`config.mk`:
```
export PLATFORM = sky130hd
export DESIGN_NAME = uart_cmd_regs
export DESIGN_NICKNAME = d
export VERILOG_FILES = /design/src/rtl/uart_cmd_pkg.sv /design/src/rtl/cmd_timeout.sv /design/src/rtl/uart_cmd_regs.sv
export SDC_FILE = /design/constraint.sdc
export NUM_CORES = 1
export LEC_CHECK = 0
export CAP_MARGIN = 20
export CORE_MARGIN = 4
export CORE_UTILIZATION = 46
export DETAILED_ROUTE_END_ITERATION = 6
export PLACE_DENSITY = 0.76
export SLEW_MARGIN = 10
export SYNTH_ARGS = -nofsm -noshare
export SYNTH_HDL_FRONTEND = slang
export SYNTH_HIERARCHICAL = 1
export SYNTH_SLANG_ARGS = --single-unit
```
`constraint.sdc`:
```
create_clock -name clk96m -period 2.3 [get_ports clk96m]
set_input_delay 0.46 -clock clk96m [delete_from_list [all_inputs] [get_ports clk96m]]
set_output_delay 0.46 -clock clk96m [all_outputs]
set_load 0.005 [all_outputs]
```
`src/rtl/uart_cmd_pkg.sv`:
```
// Shared definitions for the UART command decoder and register file.
// Latency: n/a (types and constants only).
// Backpressure: n/a.
package uart_cmd_pkg;

    typedef enum logic [1:0] {
        ST_IDLE    = 2'd0,
        ST_WR_DATA = 2'd1,
        ST_RD_SEND = 2'd2
    } state_t;

    // Command byte: bit 7 selects write (1) or read (0), bits [6:0] are the address.
    localparam int CMD_WR_BIT = 7;

    // Byte returned for every byte of a read from an unmapped address.
    localparam logic [7:0] RD_BAD_BYTE_DFLT = 8'hEE;

    // Player register map in the 1-byte configuration.
    localparam logic [6:0] REG_NOTE_ON  = 7'd5;
    localparam logic [6:0] REG_NOTE_OFF = 7'd6;
    localparam logic [6:0] REG_ID       = 7'd7;

endpackage

```
`src/rtl/cmd_timeout.sv`:
```
// Inter-byte timeout: loadable down-counter that flags TIMEOUT_CYCLES silent cycles.
// Latency: expired is combinational from the count, asserted on the TIMEOUT_CYCLES-th silent edge.
// Backpressure: none; restart always wins over expiry in the same cycle.
// Ports: clk96m/rst_n clock and async reset; restart reloads the count; run enables
// counting; expired pulses when run is set and the count has reached zero.
module cmd_timeout #(
    parameter int TIMEOUT_CYCLES = 960000
) (
    input  logic clk96m,
    input  logic rst_n,
    input  logic restart,
    input  logic run,
    output logic expired
);

    localparam int CW = $clog2(TIMEOUT_CYCLES);

    logic [CW-1:0] cnt;

    // Loaded with TIMEOUT_CYCLES-1 so that the zero check fires on the
    // TIMEOUT_CYCLES-th consecutive edge without a restart.
    always_ff @(posedge clk96m or negedge rst_n) begin
        if (!rst_n) begin
            cnt <= '0;
        end else if (restart) begin
            cnt <= CW'(TIMEOUT_CYCLES - 1);
        end else if (run && (cnt != '0)) begin
            cnt <= cnt - 1'b1;
        end
    end

    assign expired = run && !restart && (cnt == '0);

endmodule

```
`src/rtl/uart_cmd_regs.sv`:
```
// UART command decoder: multi-byte writable control registers plus read-only status read-back.
// Latency: write visible 1 cycle after the last data byte; read tx_valid 1 cycle after the command.
// Backpressure: tx_valid/tx_data held until tx_ready; rx bytes arriving during a read are dropped and counted.
// Ports: clk96m/rst_n clock and async reset; rx_data/rx_valid byte stream in;
// tx_data/tx_valid/tx_ready byte stream out; ctrl_regs/ctrl_wr_strobe control outputs;
// status_in status words; bad_cmd error pulse; rx_drop_cnt saturating drop counter.
module uart_cmd_regs
    import uart_cmd_pkg::*;
#(
    parameter int         NUM_REGS       = 8,
    parameter int         NUM_STAT       = 4,
    parameter int         REG_BYTES      = 1,
    parameter int         TIMEOUT_CYCLES = 960000,
    parameter logic [7:0] RD_BAD_BYTE    = RD_BAD_BYTE_DFLT
) (
    input  logic                          clk96m,
    input  logic                          rst_n,
    input  logic [7:0]                    rx_data,
    input  logic                          rx_valid,
    output logic [7:0]                    tx_data,
    output logic                          tx_valid,
    input  logic                          tx_ready,
    output logic [NUM_REGS*8*REG_BYTES-1:0] ctrl_regs,
    output logic [NUM_REGS-1:0]           ctrl_wr_strobe,
    input  logic [NUM_STAT*8*REG_BYTES-1:0] status_in,
    output logic                          bad_cmd,
    output logic [7:0]                    rx_drop_cnt
);

    localparam int         REG_W    = 8 * REG_BYTES;
    localparam logic [1:0] LAST_IDX = 2'(REG_BYTES - 1);

    state_t           state;
    logic [6:0]       addr;
    logic [1:0]       wr_idx;
    logic [1:0]       tx_idx;
    logic [REG_W-1:0] stage;
    logic [REG_W-1:0] tx_shift;

    logic [6:0]       rx_addr;
    logic             rx_is_wr;
    logic [REG_W-1:0] wr_val;
    logic [REG_W-1:0] rd_word;
    logic             rd_hit;
    logic             wr_hit;
    logic             tmo_restart;
    logic             tmo_run;
    logic             tmo_expired;

    assign rx_addr  = rx_data[6:0];
    assign rx_is_wr = rx_data[CMD_WR_BIT];

    // Staged value including the byte arriving this cycle (MSB byte first).
    assign wr_val = (stage << 8) | REG_W'(rx_data);

    // Current output byte is always the top byte of the shift register.
    assign tx_data = tx_shift[REG_W-1 -: 8];

    // Read decode on the incoming command address; status words are sampled
    // on the same edge that accepts the command.
    always_comb begin
        rd_word = {REG_BYTES{RD_BAD_BYTE}};
        rd_hit  = 1'b0;
        for (int i = 0; i < NUM_REGS; i++) begin
            if (rx_addr == 7'(i)) begin
                rd_word = ctrl_regs[i*REG_W +: REG_W];
                rd_hit  = 1'b1;
            end
        end
        for (int j = 0; j < NUM_STAT; j++) begin
            if (rx_addr == 7'(NUM_REGS + j)) begin
                rd_word = status_in[j*REG_W +: REG_W];
                rd_hit  = 1'b1;
            end
        end
    end

    // Only control registers are writable; status addresses count as unmapped.
    always_comb begin
        wr_hit = 1'b0;
        for (int i = 0; i < NUM_REGS; i++) begin
            if (addr == 7'(i)) begin
                wr_hit = 1'b1;
            end
        end
    end

    // Every accepted byte of a write (command included) restarts the timeout.
    assign tmo_restart = rx_valid && (((state == ST_IDLE) && rx_is_wr) || (state == ST_WR_DATA));
    assign tmo_run     = (state == ST_WR_DATA);

    cmd_timeout #(
        .TIMEOUT_CYCLES (TIMEOUT_CYCLES)
    ) u_timeout (
        .clk96m  (clk96m),
        .rst_n   (rst_n),
        .restart (tmo_restart),
        .run     (tmo_run),
        .expired (tmo_expired)
    );

    always_ff @(posedge clk96m or negedge rst_n) begin
        if (!rst_n) begin
            state          <= ST_IDLE;
            addr           <= '0;
            wr_idx         <= '0;
            tx_idx         <= '0;
            stage          <= '0;
            tx_shift       <= '0;
            tx_valid       <= 1'b0;
            ctrl_regs      <= '0;
            ctrl_wr_strobe <= '0;
            bad_cmd        <= 1'b0;
            rx_drop_cnt    <= '0;
        end else begin
            ctrl_wr_strobe <= '0;
            bad_cmd        <= 1'b0;

            case (state)
                ST_IDLE: begin
                    if (rx_valid) begin
                        if (rx_is_wr) begin
                            addr   <= rx_addr;
                            wr_idx <= '0;
                            stage  <= '0;
                            state  <= ST_WR_DATA;
                        end else begin
                            tx_shift <= rd_word;
                            tx_idx   <= '0;
                            tx_valid <= 1'b1;
                            bad_cmd  <= !rd_hit;
                            state    <= ST_RD_SEND;
                        end
                    end
                end

                ST_WR_DATA: begin
                    if (rx_valid) begin
                        stage <= wr_val;
                        if (wr_idx == LAST_IDX) begin
                            for (int i = 0; i < NUM_REGS; i++) begin
                                if (addr == 7'(i)) begin
                                    ctrl_regs[i*REG_W +: REG_W] <= wr_val;
                                    ctrl_wr_strobe[i]           <= 1'b1;
                                end
                            end
                            bad_cmd <= !wr_hit;
                            state   <= ST_IDLE;
                        end else begin
                            wr_idx <= wr_idx + 1'b1;
                        end
                    end else if (tmo_expired) begin
                        stage   <= '0;
                        bad_cmd <= 1'b1;
                        state   <= ST_IDLE;
                    end
                end

                ST_RD_SEND: begin
                    // tx_valid is held high for the whole of this state.
                    if (tx_ready) begin
                        tx_shift <= tx_shift << 8;
                        if (tx_idx == LAST_IDX) begin
                            tx_valid <= 1'b0;
                            state    <= ST_IDLE;
                        end else begin
                            tx_idx <= tx_idx + 1'b1;
                        end
                    end
                    if (rx_valid && (rx_drop_cnt != 8'hFF)) begin
                        rx_drop_cnt <= rx_drop_cnt + 1'b1;
                    end
                end

                default: begin
                    state <= ST_IDLE;
                end
            endcase
        end
    end

endmodule

```
==> results.md <==
- Status: finished clean
- Die area: 0.0157 mm²
- Detailed Routing Iterations Pass 1: 5
- Critical path arrival: 2490 ps
- Most common cell in the netlist: dfrtp_1
- CP startpoint kind: flop
- Syn Inst Count: 527
- PwrDens: approximately 900 mW/mm²
- Max-cap viol count: 0
- Drc violations: 0
- Clock power frac: 0.336
- Switching share of power: 0.289
- Ys async rst share: 1.00
- Ant. Diodes: 0
- Post-DP HPWL: 13.5 mm
- Pleak: around 3.8 nW
- Layout Nets: 755
- Clock Sinks: 123
- Slew @ Worst Pin: 661 ps
- Clk slew on worst S/H paths: roughly 50 ps
- Tmin final: 2210 ps
- Combinational share of power: 0.284
- Core Footprint: 0.0133 mm²
- Post-synth EDFFs: 0
- Via-to-Cell Ratio: around 5.8
- Starting Density: 0.473
- Final Cycle Share: 0.959
- CTS buffer count: 17
- WL/cell: 20.6 µm
- Share of cells above drive strength 1: 0.284
- Seq cells post-synth: 123
- Worst hold path class: in -> async
- Area leader, netlist: dfrtp_1
- Post-route ant nets: 0
- Yosys cell types: 73
- Synth area leaders: dfrtp_1 (49%), mux2_2 (11%), mux4_2 (5.7%)
- Ys Warns: 6
- Htree depth: 4
- Via count: about 5200
- Top cells by count, synth: dfrtp_1 (123), mux2_2 (62), nor2_1 (28)
- Top cell type's share of synthesized area: 0.488
- Avg Cell Area, Syn: 12.0 µm²
- GP Congestion: 0.855
- Fin cells: 894
- Sw Pwr: 2.28 mW
- CTS tree: built
- Vias in the first global route: 5368
- Final hold vios: 0
- Die W: between 100 and 150 µm
- Worst Clk Skew: 10.2 ps
- Synth Flop Type: dfrtp_1
- Synthesis-to-layout area growth: 39.3%
- Syn Nets: roughly 580
- Filler instances: 1000
- CP max FO: 20
- FP Rows: 42
- WS Path Type: reg -> reg
- Port bufs: 133
- Max_slew headroom: 0.559
- CTS root buf: clkbuf_16
- GR Overflow Total: 0
- Final Slew Violations: 0
- DRT iter0 DRCs: 360
- Largest net degree at the start of global routing: 48
- Placed Cells incl. Taps: 862
- Worst Path Required: 2590 ps
- Fin util: 0.659
- Sequential share of the synthesized area: 0.488
- Clk buf depth: 2
- Clk_lat worst skew: 420 ps
- RSZ-0062 raised after global routing: no
- Worst VDD drop: between 0.4 and 0.5 mV
- Antenna violations before repair: 0
- I/O Pins: 134
- Flop pwr share: 0.380
- Routed wire length: 18.5 mm
- Die height: about 130 µm
- CP endpoint kind: flop
- First-pass GRT wire length: approximately 30 mm
- # setup viols final: 0
- Internal Dissipation: 5.61 mW
- Global-route usage over all layers: 0.240
- Mapped Area: 0.00631 mm²
- Fmax: 453 MHz
- # hold bufs at CTS: 0
-- metal layers --
metal  part of all wire  vias to the layer above  track usage  routed length (µm)
met2               0.50                      185        0.393                9240
met3              0.062                       33       0.0567                1140
met4              0.022                        0       0.0855                 401
met1               0.42                     2668        0.314                7670
met5                  0                        -            0                   0
li1                   -                     2325            -                   -
-- state kept, by name, summed over array words and instances, names as in the netlist --
name            cells
addr                7
bad_cmd             1
ctrl_regs          64
ctrl_wr_strobe      8
rx_drop_cnt         8
state               2
tx_data             8
tx_idx              2
tx_valid            1
u_timeout/cnt      20
wr_idx              2
-- stage by stage --
step | area (µm²) | setup TNS, ps | hold WS, ps | worst slack (ps) | total power [mW]
floorplan | 6320 | 0 | 164 | 61.0 | 4.01
finish | 8790 | 0 | 76.8 | 94.5 | 7.89
global placement | 8200 | -807 | 470 | -97.2 | 5.12
CTS | 8780 | 0 | 94.7 | 13.6 | 7.92
detailed placement | 8200 | -2040 | 480 | -199 | 5.24
global route | 8790 | 0 | 114 | 9.04 | 8.26
-- logic make-up after synthesis --
group	synth area share
adder cells (fa/ha/maj)	0.00991
flip-flops	0.488
XOR/XNOR	0.00971
multiplexers	0.220
AND/OR/NAND/NOR	0.148
buffers and inverters	0.0355
AO/OA/AOI/OAI	0.0900
-- critical path, stage by stage, from the launching register on --
cell      delay, ps
dfrtp_1         410
inv_2            90
ha_1            160
or4b_4          500
nor4b_4         330
buf_12          200
a211oi_1         90
a211o_1         300
-- layout by cell type, fill, tap and decap left out, types with 11 or more instances in the layout --
master	netlist	routed
mux2_2	62	62
a21oi_1	13	13
mux4_2	16	16
nor3_1	11	11
o21ai_0	15	15
inv_1	13	12
nand3_1	13	13
nor2_1	28	28
buf_4	3	58
nand2_1	27	27
clkbuf_16	0	17
clkdlybuf4s50_1	0	130
dfrtp_1	123	123
mux2i_1	17	17
-- path summary, 6_finish.rpt --
| path | startpoint | to | slack (ps) | depth (start not counted) |
|---|---|---|---|---|
| hold / removal | rst_n | u_timeout/cnt[2]$_DFFE_PN0P_ | 80 | 1 |
| hold reg to reg | tx_data[2]$_DFFE_PN0P_ | tx_data[2]$_DFFE_PN0P_ | 490 | 2 |
| max in group asynchronous | rst_n | ctrl_regs[1]$_DFFE_PN0P_ | 1560 | 2 |
| setup / recovery | u_timeout/cnt[0]$_DFFE_PN0P_ | u_timeout/cnt[7]$_DFFE_PN0P_ | 90 | 7 |
| setup reg to reg | u_timeout/cnt[0]$_DFFE_PN0P_ | u_timeout/cnt[7]$_DFFE_PN0P_ | 90 | 7 |
| min in group clk96m | tx_data[2]$_DFFE_PN0P_ | tx_data[2]$_DFFE_PN0P_ | 490 | 2 |
-- layout make-up --
class                   count  area (µm²)  share of cell area
flip-flops and latches    123        3080               0.350
multi-input cells         355        3010               0.343
repair buffers            195        1850               0.210
clock buffers              22         464              0.0528
well taps                 176         220              0.0250
clock inverters             9         120              0.0137
inverters                  14        52.6             0.00598
-- what timing repair did --
item,CTS,global route
resized for setup,0,2
endpoints found under the hold margin,0,0
setup endpoints to repair,0,9
buffers inserted,0,1
-- power groups by stage --
stage	logic (mW)	registers (mW)	clock network [mW]
floorplan	1.09	2.92	0
global placement	2.14	2.98	0
detailed placement	2.23	3.01	0
CTS	2.25	2.99	2.68
global route	2.42	3.04	2.79
finish	2.24	3.00	2.65
(Power assumes the default switching activity.)
==> variant 1, RTL diff (same flow settings) <==
Re-encode `state_t` (3 states) as one-hot, 3 bits wide.
--- a/src/rtl/uart_cmd_pkg.sv
+++ b/src/rtl/uart_cmd_pkg.sv
@@ -4,8 +4,8 @@
 package uart_cmd_pkg;
 
-    typedef enum logic [1:0] {
-        ST_IDLE    = 2'd0,
-        ST_WR_DATA = 2'd1,
-        ST_RD_SEND = 2'd2
+    typedef enum logic [2:0] {
+        ST_IDLE    = 3'b001,
+        ST_WR_DATA = 3'b010,
+        ST_RD_SEND = 3'b100
     } state_t;
 
Check against the original RTL: no difference found for any inputs over 4 cycles, from zero or initial values and one cycle with rst_n low; so few cycles prove little.
==> variant 1 against the unedited design <==
- final area grew 3.6%
- utilization grew 1.8 points
- routed wire length grew 1.7%
- worst setup slack lost 0.032 ns
- area after synthesis grew 1.8%
- critical path depth shrank 2
- synthesized cell count grew 9.1%
- final cell count grew 7.0%
- non-clock buffer count grew 9
- total power shrank 17%
- hold slack lost 0.035 ns
- sequential cell count grew 1
- clock power is essentially flat
- highest routed layer unchanged
==> variant 1: results (changes against the unedited design) <==
| Metric | Value |
|---|---|
| Status | `finished, final reports clean` |
| Overall power | `6590 uW (-17%)` |
| 1st-iter DRT viols | `389 (+8.1%)` |
| Top post-synthesis cells by area | `dfrtp_1 (48%), mux2_2 (14%), mux2i_1 (3.7%), nor2_1 (2.0%), a21oi_1 (1.9%)` |
| Highest Signal Layer | `met4` |
| Wirelength per Cell | `19.6 um (-5.0%)` |
| Syn Area/Cell | `11.2 sq um (-6.7%)` |
| Adder-cell share of the synthesized area | `0.00974 (-0.000172)` |
| Grt met1 use | `0.294 (-0.0194)` |
| Max IR drop VDD | `0.548 mV (+27%)` |
| Placer Congestion | `0.901 (+5.4%)` |
| Int Power | `4740 uW (-16%)` |
| M1 wire length | `7580 um (-1.2%)` |
| Mux contribution to synthesized area | `0.190 (-0.0291)` |
| Share of cells above drive strength 1 | `0.282 (-0.00243)` |
| Met2 WL | `9580 um (+3.7%)` |
| Post-synth net total | `624 (+8.3%)` |
| Max_slew headroom | `0.629 (+0.0693)` |
| Reg clk slew, reported paths | `0.06 ns` |
| Synth cell count leaders | `dfrtp_1 (123), mux2_2 (78), nor2_1 (34)` |
| Share of the synthesized area in the top cell type | `0.479 (-0.00845)` |
| GR Util All Layers | `0.236 (-0.00386)` |
| P_leak | `0.00393 uW (+2.5%)` |
| GR Layer Usage met2 | `0.410 (+0.0174)` |
| Post-DP HPWL | `13700 um (+1.4%)` |
| Met3 wire len | `1380 um (+21%)` |
| WP data arrival | `2.53 ns (+0.04 ns)` |
| First-pass GRT wire length | `29600 um (-0.49%)` |
| P_comb | `1270 uW (-43%)` |
| Synth unique cells | `74 (+1.4%)` |
| Slowest-stage cell, CP | `or4_1` |
| Post-Place Setup Slack | `-0.299 ns (-0.0999 ns)` |
| Drt total wl | `18800 um (+1.7%)` |
| Met3 Resource Use GR | `0.0669 (+0.0102)` |
| Largest net degree at the start of global routing | `41 (-15%)` |
| Sequential area share after synthesis | `0.483 (-0.00436)` |
| Placed cell area | `8420 sq um (+2.7%)` |
| H-tree levels | `4 (unchanged)` |
| Final nets | `817 (+8.2%)` |
| Cell total after placement | `920 (+6.7%)` |
| Critical path's largest stage delay | `0.63 ns (+0.13 ns)` |
| Synth Area in Compound Gates | `0.115 (+0.0245)` |
| Fin Clk Skew | `0.00706 ns (-0.00318 ns)` |
| Part of the power in registers | `0.403 (+0.023)` |
| Kind of cell adding the most delay to the critical path | `simple AND/OR/NAND/NOR gates` |
| XOR/XNOR Fraction of Synth Area | `0.00954 (-0.000168)` |
| Drt via density | `5.76 (-1.1%)` |
| CP Max Fanout | `8 (-60%)` |
| Biggest regs | `ctrl_regs: 64 flops, u_timeout/cnt: 20 flops` |
| Vias in the first global route | `5535 (+3.1%)` |
| Asr flop ratio synth | `1.00 (unchanged)` |
==> variant 1: worst paths after layout <==
check,cells past startpoint,startpoint,endpoint,slack [ns]
worst max-delay path,5,addr[3],ctrl_regs[0],0.06
worst min-delay path,1,rst_n,ctrl_regs[34],0.04
worst max register to register,5,addr[3],ctrl_regs[0],0.06
worst min register to register,2,tx_data[4],tx_data[4],0.50
max in group asynchronous,2,rst_n,u_timeout/cnt[10],1.52
min in group clk96m,2,rx_data[0],addr[0],0.46
==> variant 1: layout make-up <==
class	count	area, sq um
Multi-Input combinational cell	408	3200
Sequential cell	124	3110
Fill cell	1021	4340
Timing Repair Buffer	204	1940
Tap cell	176	220
Clock buffer	17	425
Inverter	13	48.8
Clock inverter	15	168
==> variant 1: timing repair <==
| action | 4_1_cts | 5_1_grt |
|---|---|---|
| hold endpoints to repair | 0 | 0 |
| resized for setup | 2 | 11 |
| setup buffers | 2 | 3 |
| setup endpoints to repair | 1 | 24 |
| pin swaps | 2 | 3 |
==> variant 2, RTL diff (same settings) <==
Made on the original files. `TIMEOUT_CYCLES` is set to 960000 in 2 places; all go to 3840000.
--- a/src/rtl/cmd_timeout.sv
+++ b/src/rtl/cmd_timeout.sv
@@ -5,5 +5,5 @@
 // counting; expired pulses when run is set and the count has reached zero.
 module cmd_timeout #(
-    parameter int TIMEOUT_CYCLES = 960000
+    parameter int TIMEOUT_CYCLES = 3840000
 ) (
     input  logic clk96m,
--- a/src/rtl/uart_cmd_regs.sv
+++ b/src/rtl/uart_cmd_regs.sv
@@ -11,5 +11,5 @@
     parameter int         NUM_STAT       = 4,
     parameter int         REG_BYTES      = 1,
-    parameter int         TIMEOUT_CYCLES = 960000,
+    parameter int         TIMEOUT_CYCLES = 3840000,
     parameter logic [7:0] RD_BAD_BYTE    = RD_BAD_BYTE_DFLT
 ) (
Check against the original RTL: same outputs for any inputs over 4 cycles, from zero or initial values and one cycle with rst_n low; that may be too few to reach the edited logic, so the function may still have changed.
==> variant 2 against the unedited design <==
- routed wire length down 2.1%
- hold slack worse by 0.081 ns
- sequential share of layout area up 0.45 points
- area after synthesis up 1.2%
- largest cell class unchanged
- final area up 0.34%
- clock skew down 0.0017 ns
- total power down 1.1%
- worst setup slack better by 0.0024 ns
- the flow now finishes with violations (negative hold slack)
- final cell count down 0.45%
- sequential cell count up 2
- maximum frequency up 0.11%
- critical endpoint is now u_timeout/cnt[8]
==> variant 2: results (changes against the unedited design) <==
| Metric | Value |
|---|---|
| Hold slack final | `-0.00381 ns (-0.0806 ns)` |
| Synth unique cells | `76 (+4.1%)` |
| GR Layer Usage met2 | `0.385 (-0.00777)` |
| Post-Place Setup Slack | `-0.160 ns (+0.0387 ns)` |
| Finished Layout Cells | `890 (-0.45%)` |
| CP Max Fanout | `7 (-65%)` |
| Final Hold Viols | `2 (+2)` |
| Met2 WL | `9090 um (-1.6%)` |
| Top post-synthesis cells by area | `dfrtp_1 (49%), mux2_2 (11%), mux4_2 (5.6%), mux2i_1 (1.9%), mux2_4 (1.9%)` |
| Status | `finished, violations left` |
| Critical path's largest stage delay | `0.56 ns (+0.06 ns)` |
| Placed cell area | `8240 sq um (+0.49%)` |
| Post-DP HPWL | `13200 um (-2.6%)` |
| Slowest-stage cell, CP | `or4_4` |
| Antenna violations before repair | `1 (+1)` |
| PD cells | `884 nW/um^2 (-1.4%)` |
| Crit path to | `u_timeout/cnt[8]` |
| Sequential area share after synthesis | `0.490 (+0.00210)` |
| Largest net degree at the start of global routing | `56 (+17%)` |
| XOR/XNOR Fraction of Synth Area | `0.0219 (+0.0122)` |
| Placer Congestion | `0.855 (about the same)` |
| FILL cells | `973 (-2.7%)` |
| Syn Area/Cell | `12.1 sq um (+0.81%)` |
| Max Fclk | `0.454 GHz (+0.11%)` |
| Grt met1 use | `0.296 (-0.0177)` |
| Met3 wire len | `1100 um (-3.6%)` |
| Post-synth net total | `577 (+0.17%)` |
| Worst flop-to-flop path startpoint | `state[0]` |
| Synth cell count leaders | `dfrtp_1 (125), mux2_2 (63), nor2_1 (26)` |
| Share of the synthesized area in the top cell type | `0.490 (+0.00210)` |
| Mux contribution to synthesized area | `0.209 (-0.0110)` |
| Failing checks | `negative hold slack` |
| First-pass GRT wire length | `29100 um (-2.3%)` |
| Wirelength per Cell | `20.3 um (-1.7%)` |
| Adder-cell share of the synthesized area | `0.00784 (-0.00208)` |
| Sw frac | `0.294 (+0.00535)` |
| DR vias | `5193 (-0.35%)` |
| Met3 Resource Use GR | `0.0572 (+0.000439)` |
variant 2: cell count changes after synthesis, sizes merged, moves of 3 or more:
cell	change
o31ai	-3
nor4	+3
xnor2	+6
nand2b	+6
mux2i	-5
a21oi	-3
nor2b	-4
or4	-3
nor3	+4
xor2	+3
variant 2: how the worst min path moves through the flow:
stage,start,end,slack [ns],depth (start not counted)
after floorplan,rst_n,addr[0],0.16,0
after global placement,rst_n,u_timeout/cnt[11],0.44,1
after detailed placement,rst_n,u_timeout/cnt[10],0.44,1
after CTS,rst_n,u_timeout/cnt[10],0.003,1
after global routing,rst_n,u_timeout/cnt[10],0.03,1
final,rst_n,u_timeout/cnt[10],-0.004,1
variant 2: area by class of cell:
cell class                      instances  area (sq um)  area share
Tap cell                              176           220      0.0250
Clock inverter                         12           123      0.0139
Sequential cell                       125          3130       0.354
Timing Repair Buffer                  187          1790       0.202
Clock buffer                           19           443      0.0502
Inverter                               13          48.8     0.00553
Multi-Input combinational cell        357          3070       0.348
Antenna cell                            1          2.50    0.000284
